[src/rtl/i2c_ctrl_driver.sv]
// i2c_ctrl_driver: I2C bus-master byte engine (START / STOP / WRITE / READ).
// Drives open-drain SCL/SDA enables and samples the synchronized wired-AND bus.
// Optional build macro I2C_CTRL_CLK_STRETCH_EN enables target clock stretching.
module i2c_ctrl_driver #(
    parameter int unsigned CLKDIV = 4,
    parameter int unsigned CNT_W  = 8
) (
    input  logic       clk,
    input  logic       rst_n,
    input  logic       cmd_valid,
    output logic       cmd_ready,
    input  logic [1:0] cmd_op,
    input  logic [7:0] cmd_data,
    input  logic       cmd_nack,
    output logic       rsp_valid,
    output logic [7:0] rsp_data,
    output logic       rsp_ack,
    output logic       rsp_arb,
    output logic       busy,
    output logic       scl_oe,
    output logic       sda_oe,
    input  logic       scl_in,
    input  logic       sda_in
);

    localparam logic [1:0] OP_START = 2'd0;
    localparam logic [1:0] OP_STOP  = 2'd1;
    localparam logic [1:0] OP_WRITE = 2'd2;
    localparam logic [1:0] OP_READ  = 2'd3;

    typedef enum logic [2:0] {S_IDLE, S_START, S_STOP, S_BIT, S_DONE} state_t;

    state_t           state, state_nxt;
    logic [CNT_W-1:0] qcnt, qcnt_nxt;
    logic [1:0]       phase, phase_nxt;
    logic [3:0]       bit_idx, bit_idx_nxt;
    logic [7:0]       shreg, shreg_nxt;
    logic [1:0]       op_q, op_nxt;
    logic             nack_q, nack_nxt;
    logic             ack_q, ack_nxt;
    logic             cmd_ready_nxt, rsp_valid_nxt, rsp_ack_nxt, rsp_arb_nxt;
    logic [7:0]       rsp_data_nxt;
    logic             scl_oe_nxt, sda_oe_nxt;
    logic             scl_ff, scl_s, sda_ff, sda_s;
    logic             stretch_hold;
    logic             term, step, accept, lost;
    logic [3:0]       nbit;

    // Two-flop synchronizers for the asynchronous bus lines (idle bus reads high)
    always_ff @(posedge clk or negedge rst_n) begin
        if (!rst_n) begin
            scl_ff <= 1'b1;
            scl_s  <= 1'b1;
            sda_ff <= 1'b1;
            sda_s  <= 1'b1;
        end else begin
            scl_ff <= scl_in;
            scl_s  <= scl_ff;
            sda_ff <= sda_in;
            sda_s  <= sda_ff;
        end
    end

`ifdef I2C_CTRL_CLK_STRETCH_EN
    logic scl_oe_d1, scl_oe_d2;

    // Own SCL drive delayed to line up with the synchronizer latency
    always_ff @(posedge clk or negedge rst_n) begin
        if (!rst_n) begin
            scl_oe_d1 <= 1'b0;
            scl_oe_d2 <= 1'b0;
        end else begin
            scl_oe_d1 <= scl_oe;
            scl_oe_d2 <= scl_oe_d1;
        end
    end

    // Stall only when SCL is still low after our release has reached the synchronizer
    assign stretch_hold = (phase == 2'd1) && ((state == S_START) || (state == S_BIT)) &&
                          !scl_s && !scl_oe_d2;
`else
    logic unused_scl_s;
    assign unused_scl_s = scl_s;
    assign stretch_hold = 1'b0;
`endif

    assign term   = (qcnt == CNT_W'(CLKDIV - 1));
    assign accept = cmd_valid && cmd_ready && !rsp_valid;

    // Next-state and next-output logic
    always_comb begin
        state_nxt     = state;
        qcnt_nxt      = qcnt;
        phase_nxt     = phase;
        bit_idx_nxt   = bit_idx;
        shreg_nxt     = shreg;
        op_nxt        = op_q;
        nack_nxt      = nack_q;
        ack_nxt       = ack_q;
        cmd_ready_nxt = cmd_ready;
        rsp_valid_nxt = 1'b0;
        rsp_data_nxt  = rsp_data;
        rsp_ack_nxt   = rsp_ack;
        rsp_arb_nxt   = rsp_arb;
        scl_oe_nxt    = scl_oe;
        sda_oe_nxt    = sda_oe;
        step          = 1'b0;
        lost          = 1'b0;
        nbit          = bit_idx + 4'd1;

        // Quarter-phase timing shared by START, STOP and BIT
        if (((state == S_START) || (state == S_STOP) || (state == S_BIT)) && !stretch_hold) begin
            if (term) begin
                qcnt_nxt  = '0;
                phase_nxt = phase + 2'd1;
                step      = 1'b1;
            end else begin
                qcnt_nxt = qcnt + CNT_W'(1);
            end
        end

        case (state)
            S_IDLE: begin
                if (accept) begin
                    cmd_ready_nxt = 1'b0;
                    rsp_arb_nxt   = 1'b0;
                    qcnt_nxt      = '0;
                    phase_nxt     = 2'd0;
                    bit_idx_nxt   = 4'd0;
                    shreg_nxt     = cmd_data;
                    op_nxt        = cmd_op;
                    nack_nxt      = cmd_nack;
                    ack_nxt       = 1'b0;
                    case (cmd_op)
                        OP_START: begin
                            state_nxt  = S_START;
                            sda_oe_nxt = 1'b0;
                        end
                        OP_STOP: begin
                            state_nxt  = S_STOP;
                            sda_oe_nxt = 1'b1;
                        end
                        default: begin
                            state_nxt  = S_BIT;
                            scl_oe_nxt = 1'b1;
                            sda_oe_nxt = (cmd_op == OP_WRITE) ? ~cmd_data[7] : 1'b0;
                        end
                    endcase
                end
            end
            S_START: begin
                if (step) begin
                    case (phase)
                        2'd0:    scl_oe_nxt = 1'b0;
                        2'd1:    sda_oe_nxt = 1'b1;
                        2'd2:    scl_oe_nxt = 1'b1;
                        default: state_nxt  = S_DONE;
                    endcase
                end
            end
            S_STOP: begin
                if (step) begin
                    case (phase)
                        2'd0:    scl_oe_nxt = 1'b0;
                        2'd1:    sda_oe_nxt = 1'b0;
                        2'd2:    ;
                        default: state_nxt  = S_DONE;
                    endcase
                end
            end
            S_BIT: begin
                if (step) begin
                    case (phase)
                        2'd0: scl_oe_nxt = 1'b0;
                        2'd1: ;
                        2'd2: begin
                            // Sample point: data shift, arbitration check or ACK capture
                            if (bit_idx < 4'd8) begin
                                if (op_q == OP_READ) begin
                                    shreg_nxt = {shreg[6:0], sda_s};
                                end else if (!sda_oe && !sda_s) begin
                                    lost = 1'b1;
                                end
                            end else begin
                                ack_nxt = ~sda_s;
                            end
                            if (lost) begin
                                scl_oe_nxt  = 1'b0;
                                sda_oe_nxt  = 1'b0;
                                rsp_arb_nxt = 1'b1;
                                state_nxt   = S_DONE;
                            end else begin
                                scl_oe_nxt = 1'b1;
                            end
                        end
                        default: begin
                            if (bit_idx == 4'd8) begin
                                state_nxt = S_DONE;
                            end else begin
                                bit_idx_nxt = nbit;
                                if (nbit == 4'd8) begin
                                    sda_oe_nxt = (op_q == OP_READ) ? ~nack_q : 1'b0;
                                end else begin
                                    sda_oe_nxt = (op_q == OP_READ) ? 1'b0 : ~shreg[3'(4'd7 - nbit)];
                                end
                            end
                        end
                    endcase
                end
            end
            S_DONE: begin
                state_nxt     = S_IDLE;
                rsp_valid_nxt = 1'b1;
                cmd_ready_nxt = 1'b1;
                if (rsp_arb) begin
                    rsp_ack_nxt = 1'b0;
                end else if (op_q == OP_WRITE) begin
                    rsp_ack_nxt = ack_q;
                end else if (op_q == OP_READ) begin
                    rsp_data_nxt = shreg;
                    rsp_ack_nxt  = 1'b0;
                end
            end
            default: state_nxt = S_IDLE;
        endcase
    end

    // State and registered outputs
    always_ff @(posedge clk or negedge rst_n) begin
        if (!rst_n) begin
            state     <= S_IDLE;
            qcnt      <= '0;
            phase     <= 2'd0;
            bit_idx   <= 4'd0;
            shreg     <= 8'd0;
            op_q      <= OP_START;
            nack_q    <= 1'b0;
            ack_q     <= 1'b0;
            cmd_ready <= 1'b1;
            busy      <= 1'b0;
            rsp_valid <= 1'b0;
            rsp_data  <= 8'd0;
            rsp_ack   <= 1'b0;
            rsp_arb   <= 1'b0;
            scl_oe    <= 1'b0;
            sda_oe    <= 1'b0;
        end else begin
            state     <= state_nxt;
            qcnt      <= qcnt_nxt;
            phase     <= phase_nxt;
            bit_idx   <= bit_idx_nxt;
            shreg     <= shreg_nxt;
            op_q      <= op_nxt;
            nack_q    <= nack_nxt;
            ack_q     <= ack_nxt;
            cmd_ready <= cmd_ready_nxt;
            busy      <= ~cmd_ready_nxt;
            rsp_valid <= rsp_valid_nxt;
            rsp_data  <= rsp_data_nxt;
            rsp_ack   <= rsp_ack_nxt;
            rsp_arb   <= rsp_arb_nxt;
            scl_oe    <= scl_oe_nxt;
            sda_oe    <= sda_oe_nxt;
        end
    end

endmodule

[config.mk]
export PLATFORM = sky130hd
export DESIGN_NAME = i2c_ctrl_driver
export DESIGN_NICKNAME = d
export VERILOG_FILES = /design/src/rtl/i2c_ctrl_driver.sv
export SDC_FILE = /design/constraint.sdc
export NUM_CORES = 1
export LEC_CHECK = 0
export ABC_AREA = 1
export BUFFER_PORTS_ARGS = -buffer_cell sky130_fd_sc_hd__clkbuf_2
export CORE_ASPECT_RATIO = 1.1
export CORE_MARGIN = 4
export CORE_UTILIZATION = 49
export CTS_CLUSTER_DIAMETER = 40
export DETAILED_ROUTE_END_ITERATION = 6
export HOLD_SLACK_MARGIN = 0.06
export MAX_ROUTING_LAYER = met4
export PLACE_DENSITY_LB_ADDON = 0.05
export SYNTH_ARGS = -nofsm -noshare
export SYNTH_HDL_FRONTEND = slang
export SYNTH_SLANG_ARGS = --single-unit
[constraint.sdc]
create_clock -name clk -period 2.2 [get_ports clk]
set_input_delay 0.33 -clock clk [delete_from_list [all_inputs] [get_ports clk]]
set_output_delay 0.33 -clock clk [all_outputs]
set_load 0.01 [all_outputs]
==> results_dict.tcl <==
set metrics [dict create \
    hold_class "input port to async pin" \
    use_met1 0.246 \
    gp_congestion 0.870 \
    synth-compound-area-share 0.152 \
    drive_above_1_share 0.202 \
    synth_edf_count 0 \
    skew_ns 0.0109 \
    synth_mux_area_frac 0.00446 \
    clk-insertion-delay-late_ns 0.29 \
    path_cells "inv_4 -> nand3_2 -> nor2_1 -> nand2_1 -> nand3_1 -> nand3b_1 -> nand2_1 -> o21ai_1" \
    p_leak_nw 1.44 \
    syn_to_final_growth_pct 12.2 \
    tightest_slew_ns 0.794 \
    busiest_layer "met2" \
    cts-resized-gates 0 \
    crit_family "simple AND/OR/NAND/NOR gates" \
    grt_max_degree 32 \
    grt_use_met2 0.276 \
    maxCapViolations 0 \
    grt.overflow.total 0 \
    cts_setup_buffers 0 \
    antenna_found_initial 0 \
    routedWlPerCell_microns 12.3 \
    yosys.area_share.simple 0.263 \
    ir_worst_vdd_v 0.000400 \
    fp.dieArea_sq_mm 0.00637 \
    hpwl_mm 3.91 \
    avgSynthCellArea_sq_um 7.92 \
    power.switching_mw 1.58 \
    power_mw 3.54 \
    num_antenna_cells 0 \
    relSlewSlack 0.471 \
    path_clk_slew_ns 0.09 \
    synth.distinct_cells 32 \
    clock_path_buffers 2 \
    setup-violations-final 0 \
    grt_use_met3 0.0401 \
    dieHeight_microns 83.3 \
    grt_usage 0.181 \
    numPortBuffers 29 \
    synth_warnings 0 \
    fill_cells 497 \
    drtPass1Iterations 4 \
    cp-end-kind "register" \
    synth_top_family_by_area "simple AND/OR/NAND/NOR gates" \
    synthXorXnorAreaFrac 0.00347 \
    first_iter_violations 70 \
    core_sq_mm 0.00500 \
    ctsHtreeMaxLevel 2 \
    cpPeakStageDelay_ns 0.47 \
    synthesis.area_sq_mm 0.00253 \
    ys.flop_type "dfrtp_1" \
    synthTopCellsByArea "dfrtp_1 (43%), nand2_1 (13%), o21ai_0 (6.9%)" \
    fin_setup_tns_ns 0 \
    crit_type "register to register" \
    clkSinkCount 46 \
    crit_fanout 9 \
    grt_pass1_wl_mm 9.15 \
    syn_nets 342 \
    synth.most_common_cell "nand2_1" \
    clock.fmax_ghz 0.568 \
    numCtsBuffers 5 \
    required_ns 2.42 \
    initial_core_util 0.506 \
    rsz0062_at_grt "false" \
    io_pins 31 \
    path_buf_inv 1 \
    hold_violations 0 \
    synthArstFlopShare 1.00 \
    clockPowerShare 0.139 \
    drc 0 \
    pwr-share-seq 0.374 \
    fin_cells 415 \
    finalCriticalPeriod_ns 1.76 \
    pwr-share-comb 0.487 \
    start_kind "register" \
    cts-root-buf "clkbuf_8" \
    status "finished clean" \
    nets 379 \
    postCtsHoldBufs 0 \
    sw_frac_of_total 0.447 \
    synthCells 319 \
    crit_arrival_ns 1.98 \
    ant_nets 0 \
    dieWidth_microns 76.5 \
    synth_adder_area_share 0.0347 \
    yosysTopAreaCellShare 0.426 \
    finalCritPeriodShare 0.800 \
    netlist_top_cells_count "nand2_1 (85), dfrtp_1 (43), inv_1 (43)" \
    grt_pass1_vias 1967 \
    synth_area_leader_cell "dfrtp_1" \
    yosysSeqAreaShare 0.457 \
    post-place-cells 407 \
    power.internal_mw 1.96 \
    power.density_mw_per_mm2 1250 \
    cp_common_cell "nand2_1" \
    drt_wl_total_mm 5.09 \
    slowest_stage "dfrtp_1" \
    vias_per_cell 4.97 \
    drv_slew 0 \
    ys_ff_latch 46 \
    via_count 2061 \
    rows 27 \
    cts_tree "yes" \
]
## stage by stage
stage                util  cell area, sq um  hold slack (ns)  setup WS (ns)
global placement    0.551              2760            0.347          0.493
finish              0.567              2840            0.102          0.441
floorplan               -              2530           0.0344          0.579
global route        0.567              2840           0.0970          0.216
CTS                 0.567              2840            0.107          0.452
detailed placement  0.551              2760            0.351          0.473
## final cells by class
class                           count  area, sq um  area share
Clock buffer                        8         80.1      0.0282
Sequential cell                    46         1150       0.407
Multi-Input combinational cell    220         1160       0.408
Inverter                           48          183      0.0644
Timing Repair Buffer               35          190      0.0670
Tap cell                           58         72.6      0.0256
## worst register-to-register path: cells and delay by family, from the launching register on
family	cells	cell delay, ns
flops	1	0.47
compound gates	1	0.07
buf+inv	1	0.14
simple gates	6	1.01
## per-layer routing
layer | vias to the layer above | share of wire
met1 | 943 | 0.50
met4 | 0 | 0.010
met2 | 25 | 0.45
met3 | 7 | 0.033
li1 | 1086 | -
met5 | - | 0
## cell families after synthesis
logic type / Yosys count
compound gates: 65
simple gates: 146
mux: 1
xor+xnor: 1
fa+ha+maj: 7
buf+inv: 53
flops: 46
## power by group through the flow
stage,clock network (mW),registers [mW],logic (mW)
after global placement,0,1.34,1.71
after detailed placement,0,1.34,1.74
final,0.492,1.33,1.72
after floorplan,0,1.33,1.34
after global routing,0.553,1.37,2.00
after CTS,0.515,1.33,1.75
## layout by cell type, fill, tap and decap left out, types with 2 or more instances in the layout
| cell | n |
|---|---|
| inv_1 | 43 |
| buf_4 | 6 |
| nor3_1 | 2 |
| clkbuf_2 | 29 |
| o21ai_2 | 9 |
| inv_2 | 4 |
| o22ai_1 | 2 |
| nor2_4 | 3 |
| dfstp_2 | 3 |
| clkbuf_8 | 5 |
| nand2_4 | 2 |
| dfrtp_1 | 43 |
| nor2_1 | 26 |
| nand2_2 | 4 |
| a21oi_1 | 11 |
| o21ai_1 | 3 |
| nand3_1 | 19 |
| o21ai_0 | 35 |
| ha_1 | 7 |
| nand2_1 | 85 |
| clkbuf_1 | 3 |
## sequential cells by signal, summed over array words and instances (netlist names), 2 cells and up
register,cells
state,3
shreg,8
rsp_data,8
phase,2
op_q,2
qcnt,8
bit_idx,4
## worst paths after layout
kind / from / end / slack (ns) / cells past startpoint
setup / recovery: state[2] / state[0] / 0.44 / 8
hold / removal: rst_n / shreg[7] / 0.10 / 1
setup reg to reg: state[2] / state[0] / 0.44 / 8
hold reg to reg: sda_ff / sda_s / 0.36 / 0
max in group asynchronous: rst_n / phase[1] / 1.44 / 2
min in group clk: sda_in / sda_ff / 0.12 / 1
(Power assumes the default switching activity.)
